<file path="config.mk">
export PLATFORM = sky130hd
export DESIGN_NAME = dac_sigma_delta_tx_flat
export DESIGN_NICKNAME = d
export VERILOG_FILES = /design/src/rtl/dac_sigma_delta_tx_if.sv /design/src/rtl/dac_sigma_delta_tx.sv /design/src/flat_wrapper.sv
export SDC_FILE = /design/constraint.sdc
export NUM_CORES = 1
export LEC_CHECK = 0
export CAP_MARGIN = 40
export CORE_MARGIN = 2
export CORE_UTILIZATION = 59
export CTS_CLUSTER_SIZE = 25
export DETAILED_ROUTE_END_ITERATION = 8
export DONT_BUFFER_PORTS = 1
export PLACE_DENSITY = 0.74
export SYNTH_ARGS = -nofsm -noshare
export SYNTH_HDL_FRONTEND = slang
export SYNTH_SLANG_ARGS = --single-unit
</file>
<file path="constraint.sdc">
create_clock -name CLK -period 2.7 [get_ports CLK]
set_clock_uncertainty 0.2 [all_clocks]
set_input_delay 0.54 -clock CLK [delete_from_list [all_inputs] [get_ports CLK]]
set_output_delay 0.54 -clock CLK [all_outputs]
set_load 0.02 [all_outputs]
</file>
<file path="src/rtl/dac_sigma_delta_tx_if.sv">
// rtl/dac_sigma_delta_tx_if.sv - code transfer handshake between ADC controller and DAC transmitter
// Signals:
//   dataIn     code to transmit (master -> slave)
//   dataValid  dataIn is valid (master -> slave)
//   dataReady  transmitter can accept a code (slave -> master)
interface dac_sigma_delta_tx_if #(
    parameter int WIDTH = 7
);
    logic [WIDTH-1:0] dataIn;
    logic             dataValid;
    logic             dataReady;

    modport master (
        output dataIn,
        output dataValid,
        input  dataReady
    );

    modport slave (
        input  dataIn,
        input  dataValid,
        output dataReady
    );
endinterface

</file>
<file path="src/rtl/dac_sigma_delta_tx.sv">
// rtl/dac_sigma_delta_tx.sv - first-order sigma-delta DAC transmitter with settle timer
// Ports:
//   CLK      in   system clock, rising edge
//   nReset   in   asynchronous active-low reset
//   bus      slave handshake (dataIn, dataValid, dataReady)
//   DACout   out  registered sigma-delta bitstream to the off-chip RC filter
//   code     out  code currently being modulated
//   busy     out  high while a code is settling
//   settled  out  one-cycle pulse when settling completes
module dac_sigma_delta_tx #(
    parameter int               WIDTH         = 7,
    parameter int               SETTLE_CYCLES = 128,
    parameter logic [WIDTH-1:0] IDLE_CODE     = '0
) (
    input  logic                  CLK,
    input  logic                  nReset,
    dac_sigma_delta_tx_if.slave   bus,
    output logic                  DACout,
    output logic [WIDTH-1:0]      code,
    output logic                  busy,
    output logic                  settled
);

    localparam int               CNT_W    = $clog2(SETTLE_CYCLES);
    localparam logic [CNT_W-1:0] CNT_LOAD = CNT_W'(SETTLE_CYCLES - 1);

    typedef enum logic {
        ST_IDLE,
        ST_SETTLE
    } state_t;

    state_t           state;
    logic [CNT_W-1:0] cnt;
    logic [WIDTH-1:0] acc;
    logic [WIDTH:0]   sum;
    logic             ready_q;

    assign bus.dataReady = ready_q;

    // The carry out of the accumulator is the output bit; acc keeps running across
    // code changes so the filtered level moves without a glitch.
    assign sum = {1'b0, acc} + {1'b0, code};

    always_ff @(posedge CLK or negedge nReset) begin
        if (!nReset) begin
            acc    <= '0;
            DACout <= 1'b0;
        end else begin
            acc    <= sum[WIDTH-1:0];
            DACout <= sum[WIDTH];
        end
    end

    always_ff @(posedge CLK or negedge nReset) begin
        if (!nReset) begin
            state   <= ST_IDLE;
            code    <= IDLE_CODE;
            cnt     <= '0;
            ready_q <= 1'b1;
            busy    <= 1'b0;
            settled <= 1'b0;
        end else begin
            settled <= 1'b0;
            case (state)
                ST_IDLE: begin
                    if (bus.dataValid) begin
                        code    <= bus.dataIn;
                        cnt     <= CNT_LOAD;
                        ready_q <= 1'b0;
                        busy    <= 1'b1;
                        state   <= ST_SETTLE;
                    end
                end
                ST_SETTLE: begin
                    // Inputs are ignored here; the ADC controller must see settled first.
                    if (cnt != '0) begin
                        cnt <= cnt - 1'b1;
                    end else begin
                        settled <= 1'b1;
                        ready_q <= 1'b1;
                        busy    <= 1'b0;
                        state   <= ST_IDLE;
                    end
                end
                default: begin
                    state   <= ST_IDLE;
                    ready_q <= 1'b1;
                    busy    <= 1'b0;
                end
            endcase
        end
    end

endmodule

</file>
<file path="src/flat_wrapper.sv">
// flat-port wrapper written by rule: the top's interface ports become plain ports
module dac_sigma_delta_tx_flat 
#(
    parameter int               WIDTH         = 7,
    parameter int               SETTLE_CYCLES = 128,
    parameter logic [WIDTH-1:0] IDLE_CODE     = '0
)
  (CLK, nReset, DACout, code, busy, settled, bus_dataIn, bus_dataValid, bus_dataReady);
  dac_sigma_delta_tx_if #(.WIDTH(WIDTH)) bus_i ();
  input  logic CLK;
  input  logic nReset;
  output logic DACout;
  output logic [WIDTH-1:0] code;
  output logic busy;
  output logic settled;
  input wire logic [$bits(bus_i.dataIn)-1:0] bus_dataIn;
  input wire logic [$bits(bus_i.dataValid)-1:0] bus_dataValid;
  output wire logic [$bits(bus_i.dataReady)-1:0] bus_dataReady;
  assign bus_i.dataIn = bus_dataIn;
  assign bus_i.dataValid = bus_dataValid;
  assign bus_dataReady = bus_i.dataReady;
  dac_sigma_delta_tx #(.WIDTH(WIDTH), .SETTLE_CYCLES(SETTLE_CYCLES), .IDLE_CODE(IDLE_CODE)) u_core (.CLK(CLK), .nReset(nReset), .bus(bus_i), .DACout(DACout), .code(code), .busy(busy), .settled(settled));
endmodule
</file>
## Yosys cells after proc, flatten, opt, wreduce, memory -nomap -nowiden

Index checks and enable logic that the tools add are counted.

- Equality and inequality tests: 3
- Muxes and demuxes: 14
- Bitwise gates (word level): 1
- Reduce and logical (&&, ||, !) cells: 4
- $add $sub $neg: 2

Operators with widths:

| kind | number |
|---|---|
| 7-bit 2-to-1 mux | 2 |
| 7-bit case mux with 2 select lines | 1 |
| 7-bit by 7-bit adder with 8-bit output | 1 |
| 1-bit 2-to-1 mux | 8 |
| 7-bit nonzero test | 1 |
| 7-bit by 1-bit subtractor with 7-bit output (second input constant) | 1 |
| 2-bit != test (second input constant) | 3 |
| 1-bit case mux with 2 select lines | 3 |
| 2-bit AND reduction | 3 |
| 1-bit NOT | 1 |

- Output and inout bits: 11
- Input port bits: 10
- Word-level logic and storage cells: 32
- Flip-flop bits (word level): 26

## Longest topological paths before layout

Gate-level depths: netlist of the first run.

- Word-level depth: 3
- Depth in mapped cells: 7
- Mapped depth without buffers: 7

## Least setup slack after synthesis of the first run

No wires, ideal clock.

- Path type: reg-to-reg
- Start: register u_core.code[0]
- End: register u_core.acc[6]
- Library setup time: 126 ps
- Path buffers: 0
- Data arrival time: 1622 ps
- Period minus slack after synthesis: 1947 ps
- Cell stages (with the launch flop): 8
- Data required time: 2374 ps
- Path slack: 753 ps
- Cell sequence: dfrtp_1 -> ha_1 -> inv_1 -> fa_1 -> nor2b_1 -> o31a_1 -> mux2i_1 -> nand2_1

- Cells in the longest elaborated chain, start to end: 1

RTL lines:

| what | RTL line | source |
|---|---|---|
| start, declared | dac_sigma_delta_tx.sv:19 | `output logic [WIDTH-1:0] code,` |
| start signal, assigned | dac_sigma_delta_tx.sv:67 | `code <= bus.dataIn;` |
| 7-bit by 7-bit adder with 8-bit output | dac_sigma_delta_tx.sv:42 | `assign sum = {1'b0, acc} + {1'b0, code};` |
| via u_core.sum[6] | dac_sigma_delta_tx.sv:35 | `logic [WIDTH:0] sum;` |
| end signal, assigned | dac_sigma_delta_tx.sv:49 | `acc <= sum[WIDTH-1:0];` |
| end, declared | dac_sigma_delta_tx.sv:34 | `logic [WIDTH-1:0] acc;` |

The timed path passes the listed nets, and every way through them passes these cells.
A chain may end at the register's enable or synchronous reset.

## Final worst setup path of the first run

- Start: register u_core.code[1]
- End: register u_core.DACout

- Cells in the longest elaborated chain, start to end: 1

RTL lines:

| what | RTL line | source |
|---|---|---|
| 7-bit by 7-bit adder with 8-bit output | dac_sigma_delta_tx.sv:42 |  |
| via u_core.sum[7] | dac_sigma_delta_tx.sv:35 |  |
| end signal, assigned | dac_sigma_delta_tx.sv:50 | `DACout <= sum[WIDTH];` |
| end, declared | dac_sigma_delta_tx.sv:18 | `output logic DACout,` |

The timed path passes the listed nets, and every way through them passes these cells.

==> metrics.cfg, run 1 <==
[die]
rows = 16
chipHeight_um = 50.72
initial_core_util_pct = 64.31
coreArea_um2 = 2002
boundaryPins = 21
dieArea_um2 = 2572
die_width_um = 50.72

[finish]
layout.nets = 152
diodes = 0
drive_gt1_share_pct = 9.924
area_growth_pct = 8.455

[power_and_ir_drop]
p_leak_nw = 0.6502
ir_drop_mv = 0.7657
power_density_nw_per_um2 = 1391

[yosys]
async_flop_share_pct = 100.0
syn_inst = 127
synth.avg_cell_area_um2 = 10.14
synth.net_count = 147
synth_edf_count = 0
synth_seq_cells = 26
yosysSeqAreaShare_pct = 50.63
yosysUniqueCellTypes = 37
ys.flop_type = dfrtp_1
ys_warn_count = 0
syn_area_um2 = 1287

[setup_path]
critical_path.max_stage_delay_ns = 0.49
cp.required_ns = 2.72
critPathArrivalTime_ns = 2.10
ff2ff_setup_slack_ns = 0.61
ff2ff_path_depth = 5
cp_cell_sequence = ha_1 -> a211oi_1 -> o21bai_1 -> a2111oi_0 -> nor3_1
crit_type = flip-flop to flip-flop
worstPathMaxFanout = 3
crit_path_end_kind = flip-flop
critPathSlowestCell = dfrtp_1
cp-start-kind = flip-flop

[hold_path]
hold_path_class = input port to flip-flop
hold_path_depth = 2

[sta]
fmax_ghz = 0.4793
hold_viol_final = 0
rsz0062_at_grt = no
drv_slew = 0
fin_crit_sh_pct = 77.28
worst_pin_slew_ns = 0.7280
min_period_ns = 2.087
whs_ns = 0.1030
fin_ws_ns = 0.6134
finalSetupViolCount = 0
relSlewSlack_pct = 51.37
finalSetupTns_ns = 0

[drt]
viasPerCell = 5.766
detail-route-antenna-nets = 0
wl_per_cell_um = 14.82
drc = 0
vias = 911
drt-initial-drc-count = 20
dr.pass1.iters = 4
routed_wl_um = 2341

[clock_network]
clk_latency_ns = 0.33
post_cts_buffers = 0
numCtsBuffers = 3
clock_sinks = 26
cts_tree = done
clock_path_buffers = 2
cts-htree-levels = 1
cts-resized-gates = 0
clock-root-buffer = clkbuf_4
clk_pin_slew_worst_paths_ns = 0.15

[global_route]
grt_use_total_pct = 22.26
grt_pass1_wl_um = 4181
overflow = 0
grt_pass1_vias = 926
antenna_found_initial = 0
grt_max_degree = 27

[placement]
gp_congestion = 0.7518
preCtsSetupSlack_ns = 0.6245
port_buffers = 0
hpwl_um = 1686

[job]
maxCapViolations = 0

[run_status]
status = completed

## layer usage
| layer | wire, um | global-route usage [%] | up-vias |
|---|---|---|---|
| li1 | - | - | 454 |
| met5 | 0 | 0 | - |
| met1 | 1009 | 27.52 | 432 |
| met4 | 77 | 10.81 | 0 |
| met2 | 1190 | 37.06 | 16 |
| met3 | 63 | 4.464 | 9 |
## flip-flops by register name (all words and copies together), names as in the netlist
name	count
u_core.code	7
u_core.cnt	7
u_core.bus.dataReady	1
u_core.busy	1
u_core.settled	1
u_core.state	1
u_core.DACout	1
u_core.acc	7
## cells in the mapped netlist, drive strengths merged, types with 2 or more instances
master  instances  area share, %
clkbuf          2           0.58
a31oi           3            1.5
dfrtp          25             49
a21oi           3            1.2
nor3            5            1.9
nor2            8            2.3
or3             3            1.7
xnor2           3            2.0
ha              9            8.7
nor2b           3            1.5
nand2          23            6.7
o21ai           7            2.7
inv             8            2.3
nand3           2           0.78
## final cells by class
| cell class | instances | area [um2] |
|---|---|---|
| clock buffers | 3 | 22.52 |
| clock inverters | 1 | 30.03 |
| fillers | 154 | 605.6 |
| inverters | 8 | 30.03 |
| multi-input cells | 91 | 598.1 |
| flip-flops and latches | 26 | 651.9 |
| well taps | 27 | 33.78 |
| repair buffers | 2 | 30.03 |
## report_power, final
group          switching (mW)  leakage, nW  internal, mW
Sequential              0.234        0.306         0.591
Combinational           0.445        0.316         0.404
Clock                   0.119       0.0279         0.150
Total                   0.797        0.650          1.15
## cells in the final DEF (no fill, tap or decap), types with 2 or more instances in the layout
master    count
a31oi_1       3
nor2b_1       3
xnor2_1       3
a21oi_1       3
nand3_1       2
nand2_1      23
or3_2         3
ha_1          9
inv_1         8
clkbuf_4      3
o21ai_0       7
nor3_1        5
dfrtp_1      25
nor2_1        8
## critical path, delay by kind of cell (launching register included)
family / cells / cell delay, ns
compound gates: 3 / 0.84
flops: 1 / 0.49
fa+ha+maj: 1 / 0.34
simple gates: 1 / 0.11
## worst paths after layout
| path | startpoint | to |
|---|---|---|
| max | u_core.code[1] | u_core.DACout |
| min | bus_dataIn[5] | u_core.code[5] |
| max reg2reg | u_core.code[1] | u_core.DACout |
| min reg2reg | u_core.cnt[0] | u_core.cnt[0] |
| max in group asynchronous | nReset | u_core.bus.dataReady |
| min in group asynchronous | nReset | u_core.acc[3] |
## per-stage QoR
stage                     std cells  power [mW]  utilization (%)  instance area, um2
final                           158       1.943            69.75                1396
after global routing            158       2.130            69.75                1396
after CTS                       158       1.954            69.75                1396
after detailed placement        152       1.664            65.63                1314
after global placement          152       1.624            65.63                1314
after floorplan                 127       1.503                -                1287
## what timing repair did
action | 4_1_cts | 5_1_grt
hold buffers | 2 | 0
endpoints found under the hold margin | 26 | 0
endpoints found under the setup margin | 0 | 0
## cells by family after synthesis
group,after synthesis,share of synthesized area (%)
AND/OR/NAND/NOR,53,20.60
flip-flops,26,50.63
AO/OA/AOI/OAI,24,12.73
buffers and inverters,10,2.916
adder cells (fa/ha/maj),10,10.30
XOR/XNOR,3,2.041
multiplexers,1,0.7775
Power figures use the tool's default switching activity.
==> run 2, diff against run 1 <==
clock period = 2.1 ns   (was 2.7 ns; I/O delays follow)
==> metrics.cfg, run 2 (synthesized netlist as in run 1, its figures left out) <==
[sta]
rsz0062_at_grt = no
hold_viol_final = 0  ; unchanged
finalSetupViolCount = 0  ; unchanged
fmax_ghz = 0.5046  ; +5.3%
relSlewSlack_pct = 69.77  ; +18 points
fin_crit_sh_pct = 94.37  ; +17 points
worst_pin_slew_ns = 0.4534  ; -0.2746 ns
drv_slew = 0  ; unchanged
min_period_ns = 1.982  ; -0.1048 ns
finalSetupTns_ns = 0  ; unchanged

[power_and_ir_drop]
ir_drop_mv = 1.063  ; +39%
total_power_mw = 2.520  ; +30%
switchingPower_mw = 1.076  ; +35%
comb_power_share_pct = 52.2  ; +8.5 points
p_leak_nw = 0.6937  ; +6.7%
p_int_mw = 1.445  ; +26%
power_density_nw_per_um2 = 1704  ; +22%
netSwitchingFraction_pct = 42.68  ; +1.6 points
seq_power_share_pct = 39.1  ; -3.4 points
p_clk_share_pct = 8.7  ; -5.1 points

[hold_path]
hold_path_class = input port to flip-flop
min_to = u_core.code[3]
min_from = bus_dataIn[3]
hold_path_depth = 2  ; unchanged

[die]
chipHeight_um = 50.72  ; unchanged
rows = 16  ; unchanged
initial_core_util_pct = 64.31  ; unchanged
dieArea_um2 = 2572  ; unchanged
die_width_um = 50.72  ; unchanged
coreArea_um2 = 2002  ; unchanged
boundaryPins = 21  ; unchanged

[finish]
design_area_um2 = 1479  ; +5.9%
layout_commonest_cell = dfrtp_1
final_cell_mix = dfrtp_1 (25), nand2_1 (23), ha_1 (9), inv_1 (8), nor2_1 (8)
area_growth_pct = 14.87
layout.nets = 164  ; +7.9%
drive_gt1_share_pct = 13.99  ; +4.1 points
largestRegisters = u_core.acc: 7 flops, u_core.cnt: 7 flops, u_core.code: 7 flops
diodes = 0  ; unchanged
utilization_pct = 73.88  ; +4.1 points

[setup_path]
critPathSlowestCell = or4_4
critPathArrivalTime_ns = 2.00  ; -0.10 ns
worstPathMaxFanout = 5  ; +2
cp_cell_sequence = or4_4 -> o2111ai_2 -> nor3_1 -> or3b_1
cp.required_ns = 2.12  ; -0.60 ns
ff2ff_setup_slack_ns = 0.12  ; -0.50 ns
ff2ff_path_depth = 4  ; -1
crit_buf_inv = 0  ; unchanged
crit_type = flip-flop to flip-flop
crit_path_end_kind = flip-flop
cp-start-kind = flip-flop
r2r-end = u_core.cnt[5]
crit_family = simple AND/OR/NAND/NOR gates
critical_path.max_stage_delay_ns = 0.57  ; +0.08 ns
crit-reg2reg-launch = u_core.cnt[4]

[global_route]
use_met2_pct = 44.74  ; +7.7 points
grt_max_degree = 27  ; unchanged
grtUsageMet3_pct = 4.464  ; unchanged
grt_use_met1_pct = 26.85  ; -0.67 points
antenna_found_initial = 0  ; unchanged
gr-max-usage-layer = met2
grt_pass1_vias = 1048  ; +13%
grt_pass1_wl_um = 4602  ; +10%
grt_use_total_pct = 23.76  ; +1.5 points
overflow = 0  ; unchanged

[placement]
post_dp_cell_area_um2 = 1366  ; +4.0%
gp_congestion = 0.8221  ; +9.4%
port_buffers = 0  ; unchanged
hpwl_um = 1834  ; +8.8%

[clock_network]
clk_latency_ns = 0.32  ; about the same
numCtsBuffers = 3  ; unchanged
clock_path_buffers = 2  ; unchanged
cts_tree = done
clock_sinks = 26  ; unchanged
clock-root-buffer = clkbuf_4
cts-htree-levels = 1  ; unchanged
clk_pin_slew_worst_paths_ns = 0.14  ; about the same

[drt]
drt-initial-drc-count = 23  ; +15%
dr.pass1.iters = 4  ; unchanged
detail-route-antenna-nets = 0  ; unchanged
vias = 982  ; +7.8%
wl_per_cell_um = 15.36  ; +3.7%
viasPerCell = 5.776  ; +0.18%
routed_wl_um = 2611  ; +12%
drc = 0  ; unchanged

[job]
maxCapViolations = 0  ; unchanged

[run_status]
status = completed

-- run 2: power by group through the flow --
| stage | clock network (mW) | registers, mW | logic (mW) |
|---|---|---|---|
| 2_1_floorplan | 0 | 1.03 | 0.907 |
| 3_3_place_gp | 0 | 0.988 | 1.17 |
| 3_5_place_dp | 0 | 0.997 | 1.25 |
| 4_1_cts | 0.223 | 0.987 | 1.28 |
| 5_1_grt | 0.243 | 1.02 | 1.49 |
| 6_report | 0.219 | 0.987 | 1.31 |
-- run 2: how the worst max path moves through the flow --
stage | from | to | slack (ns) | depth (start not counted)
2_1_floorplan | u_core.code[0] | u_core.acc[6] | 0.15 | 7
6_report | u_core.cnt[4] | u_core.cnt[5] | 0.12 | 4
3_3_place_gp | u_core.cnt[4] | u_core.cnt[5] | 0.19 | 4
3_5_place_dp | u_core.cnt[4] | u_core.cnt[5] | 0.12 | 4
5_1_grt | u_core.code[0] | u_core.acc[6] | 0.02 | 7
4_1_cts | u_core.code[1] | u_core.DACout | 0.11 | 5
-- run 2: stage by stage --
| stage | cells | hold WS, ns | worst slack (ns) |
|---|---|---|---|
| 3_5_place_dp | 159 | -0.07508 | 0.1246 |
| 5_1_grt | 170 | 0.002532 | 0.02189 |
| 3_3_place_gp | 159 | -0.07511 | 0.1888 |
| 6_report | 170 | 0.009163 | 0.1183 |
| 2_1_floorplan | 127 | -0.07559 | 0.1527 |
| 4_1_cts | 170 | 0.005103 | 0.1120 |
-- run 2: routing by layer --
metal	wire length [um]	up-vias
li1	-	475
met1	1075	490
met2	1450	13
met3	52	4
met4	33	0
met5	0	-
-- run 2: final cells by class --
class / count / area [um2]
repair buffers: 14 / 132.6
flip-flops and latches: 26 / 651.9
clock buffers: 4 / 26.28
fillers: 148 / 523.0
well taps: 27 / 33.78
multi-input cells: 91 / 604.3
inverters: 8 / 30.03
-- run 2: worst register-to-register path: cells and delay by family, from the launching register on --
kind	cells	cell delay (ns)
AO/OA/AOI/OAI	1	0.26
flip-flops	1	0.44
AND/OR/NAND/NOR	3	0.98
-- run 2: what timing repair did --
item,4_1_cts,5_1_grt
buffers inserted,0,0
setup endpoints to repair,0,1
hold buffers,7,0
endpoints found under the hold margin,31,0
gates resized for setup,0,2
==> run 3, diff against run 2 <==
CORE_UTILIZATION = 50   (was 59)
PLACE_DENSITY = 0.64   (was 0.74)
==> metrics.cfg, run 3 (synthesized netlist as in run 1, its figures left out) <==
[die]
rows = 18  ; +2
chipHeight_um = 54.75  ; +7.9%
coreArea_um2 = 2455  ; +23%
die_width_um = 54.75  ; +7.9%
initial_core_util_pct = 52.45  ; -12 points
dieArea_um2 = 2997  ; +17%
boundaryPins = 21  ; unchanged

[global_route]
overflow = 0  ; unchanged
grt_pass1_vias = 879  ; -16%
grt_use_met1_pct = 22.76  ; -4.1 points
antenna_found_initial = 0  ; unchanged
use_met2_pct = 31.35  ; -13 points
grt_max_degree = 27  ; unchanged
grt_pass1_wl_um = 3836  ; -17%
gr-max-usage-layer = met2
grt_use_total_pct = 18.47  ; -5.3 points
grtUsageMet3_pct = 3.552  ; -0.91 points

[setup_path]
critPathArrivalTime_ns = 1.98  ; -0.02 ns
cp.required_ns = 2.11  ; about the same
cp-startpoint = u_core.code[0]
ff2ff_setup_slack_ns = 0.13  ; about the same
ff2ff_path_depth = 7  ; +3
r2r-end = u_core.acc[6]
cp-start-kind = flip-flop
crit_type = flip-flop to flip-flop
crit-reg2reg-launch = u_core.code[0]
crit_path_end_kind = flip-flop
worstPathMaxFanout = 3  ; -2

[hold_path]
min_from = bus_dataValid
min_to = u_core.cnt[2]
hold_path_depth = 2  ; unchanged
hold_path_class = input port to flip-flop

[clock_network]
cts_tree = done
numCtsBuffers = 3  ; unchanged
clk_latency_ns = 0.32  ; about the same
clk_pin_slew_worst_paths_ns = 0.14  ; about the same
clock_sinks = 26  ; unchanged
clock_path_buffers = 2  ; unchanged
cts-htree-levels = 1  ; unchanged
clock-root-buffer = clkbuf_4

[placement]
preCtsSetupSlack_ns = 0.1453  ; +0.02063 ns
hpwl_um = 1661  ; -9.5%
gp_congestion = 0.7358  ; -10%
port_buffers = 0  ; unchanged
post_dp_cell_area_um2 = 1370  ; +0.27%

[drt]
viasPerCell = 5.440  ; -5.8%
wl_per_cell_um = 13.94  ; -9.2%
dr.pass1.iters = 3  ; -1
vias = 952  ; -3.1%
routed_wl_um = 2440  ; -6.5%
detail-route-antenna-nets = 0  ; unchanged
drc = 0  ; unchanged
drt-initial-drc-count = 12  ; -48%

[sta]
fin_ws_ns = 0.1264  ; +0.008143 ns
relSlewSlack_pct = 69.12  ; -0.65 points
drv_slew = 0  ; unchanged
fmax_ghz = 0.5067  ; +0.41%
min_period_ns = 1.974  ; -0.008143 ns
finalSetupViolCount = 0  ; unchanged
worst_pin_slew_ns = 0.4632  ; +0.009777 ns
fin_crit_sh_pct = 93.98  ; -0.39 points
hold_viol_final = 0  ; unchanged

[finish]
diodes = 0  ; unchanged
seqCellArea_um2 = 651.9  ; unchanged
layout_commonest_cell = dfrtp_1
final_cell_mix = dfrtp_1 (25), nand2_1 (23)
design_area_um2 = 1500  ; +1.4%
drive_gt1_share_pct = 13.79  ; -0.19 points
fillers = 217  ; +47%
utilization_pct = 61.11  ; -13 points
multi_input_area_um2 = 601.8  ; -0.41%
area_growth_pct = 16.52
layout.nets = 166  ; +1.2%
largestRegisters = u_core.acc: 7 flops, u_core.cnt: 7 flops, u_core.code: 7 flops

[power_and_ir_drop]
ir_drop_mv = 0.8778  ; -17%
p_leak_nw = 0.6992  ; +0.79%
total_power_mw = 2.475  ; -1.8%
power_density_nw_per_um2 = 1650  ; -3.2%

[run_status]
status = completed

[job]
maxCapViolations = 0  ; unchanged

-- run 3: cell count changes in the layout (fill, tap and decap cells not counted) --
cell	previous run	this run
ha_1	9	8
a211oi_1	0	1
ha_2	0	1
a211oi_2	1	0
dlygate4sd3_1	6	8
-- run 3: power by group --
part	switching [mW]	internal (mW)
Sequential	0.229	0.760
Clock	0.144	0.0742
Combinational	0.661	0.606
-- run 3: per-stage QoR --
| step | setup TNS [ns] | hold WS (ns) | std cells |
|---|---|---|---|
| global route | -0.05031 | 0.1151 | 175 |
| floorplan | 0 | -0.07559 | 127 |
| finish | 0 | 0.1012 | 175 |
| detailed placement | 0 | -0.07507 | 162 |
| CTS | 0 | 0.001390 | 174 |
| global placement | 0 | -0.07508 | 162 |
-- run 3: worst max path at each step --
stage / to / slack (ns) / cells past startpoint
after global routing: u_core.DACout / -0.05 / 5
after floorplan: u_core.acc[6] / 0.15 / 7
final: u_core.acc[6] / 0.13 / 7
after global placement: u_core.cnt[5] / 0.18 / 4
after CTS: u_core.cnt[5] / 0.14 / 4
after detailed placement: u_core.cnt[5] / 0.15 / 4
-- run 3: metal layers --
layer | part of all wire [%] | wire length, um | vias to the layer above
li1 | - | - | 483
met1 | 45 | 1100 | 458
met2 | 52 | 1258 | 9
met3 | 2.7 | 65 | 2
met4 | 0.61 | 15 | 0
met5 | 0 | 0 | -
-- run 3: final cells by class --
type                    count  share of cell area [%]
well taps                  30                   2.502
multi-input cells          91                   40.12
repair buffers             16                   10.18
inverters                   8                   2.002
flip-flops and latches     26                   43.45
clock buffers               4                   1.751
-- run 3: repair_timing --
| action | in CTS | in global routing |
|---|---|---|
| setup buffers | 0 | 0 |
| resized for setup | 0 | 2 |
| hold buffers | 8 | 1 |
| endpoints found under the setup margin | 0 | 2 |
| hold endpoints to repair | 32 | 1 |
-- run 3: critical path, stage by stage, from the launching register on --
cell and delay [ns]:
dfrtp_1 0.40, ha_2 0.21, inv_1 0.05, fa_1 0.41, nor2b_1 0.17, o31a_1 0.18, mux2i_1 0.18, nand2_1 0.06
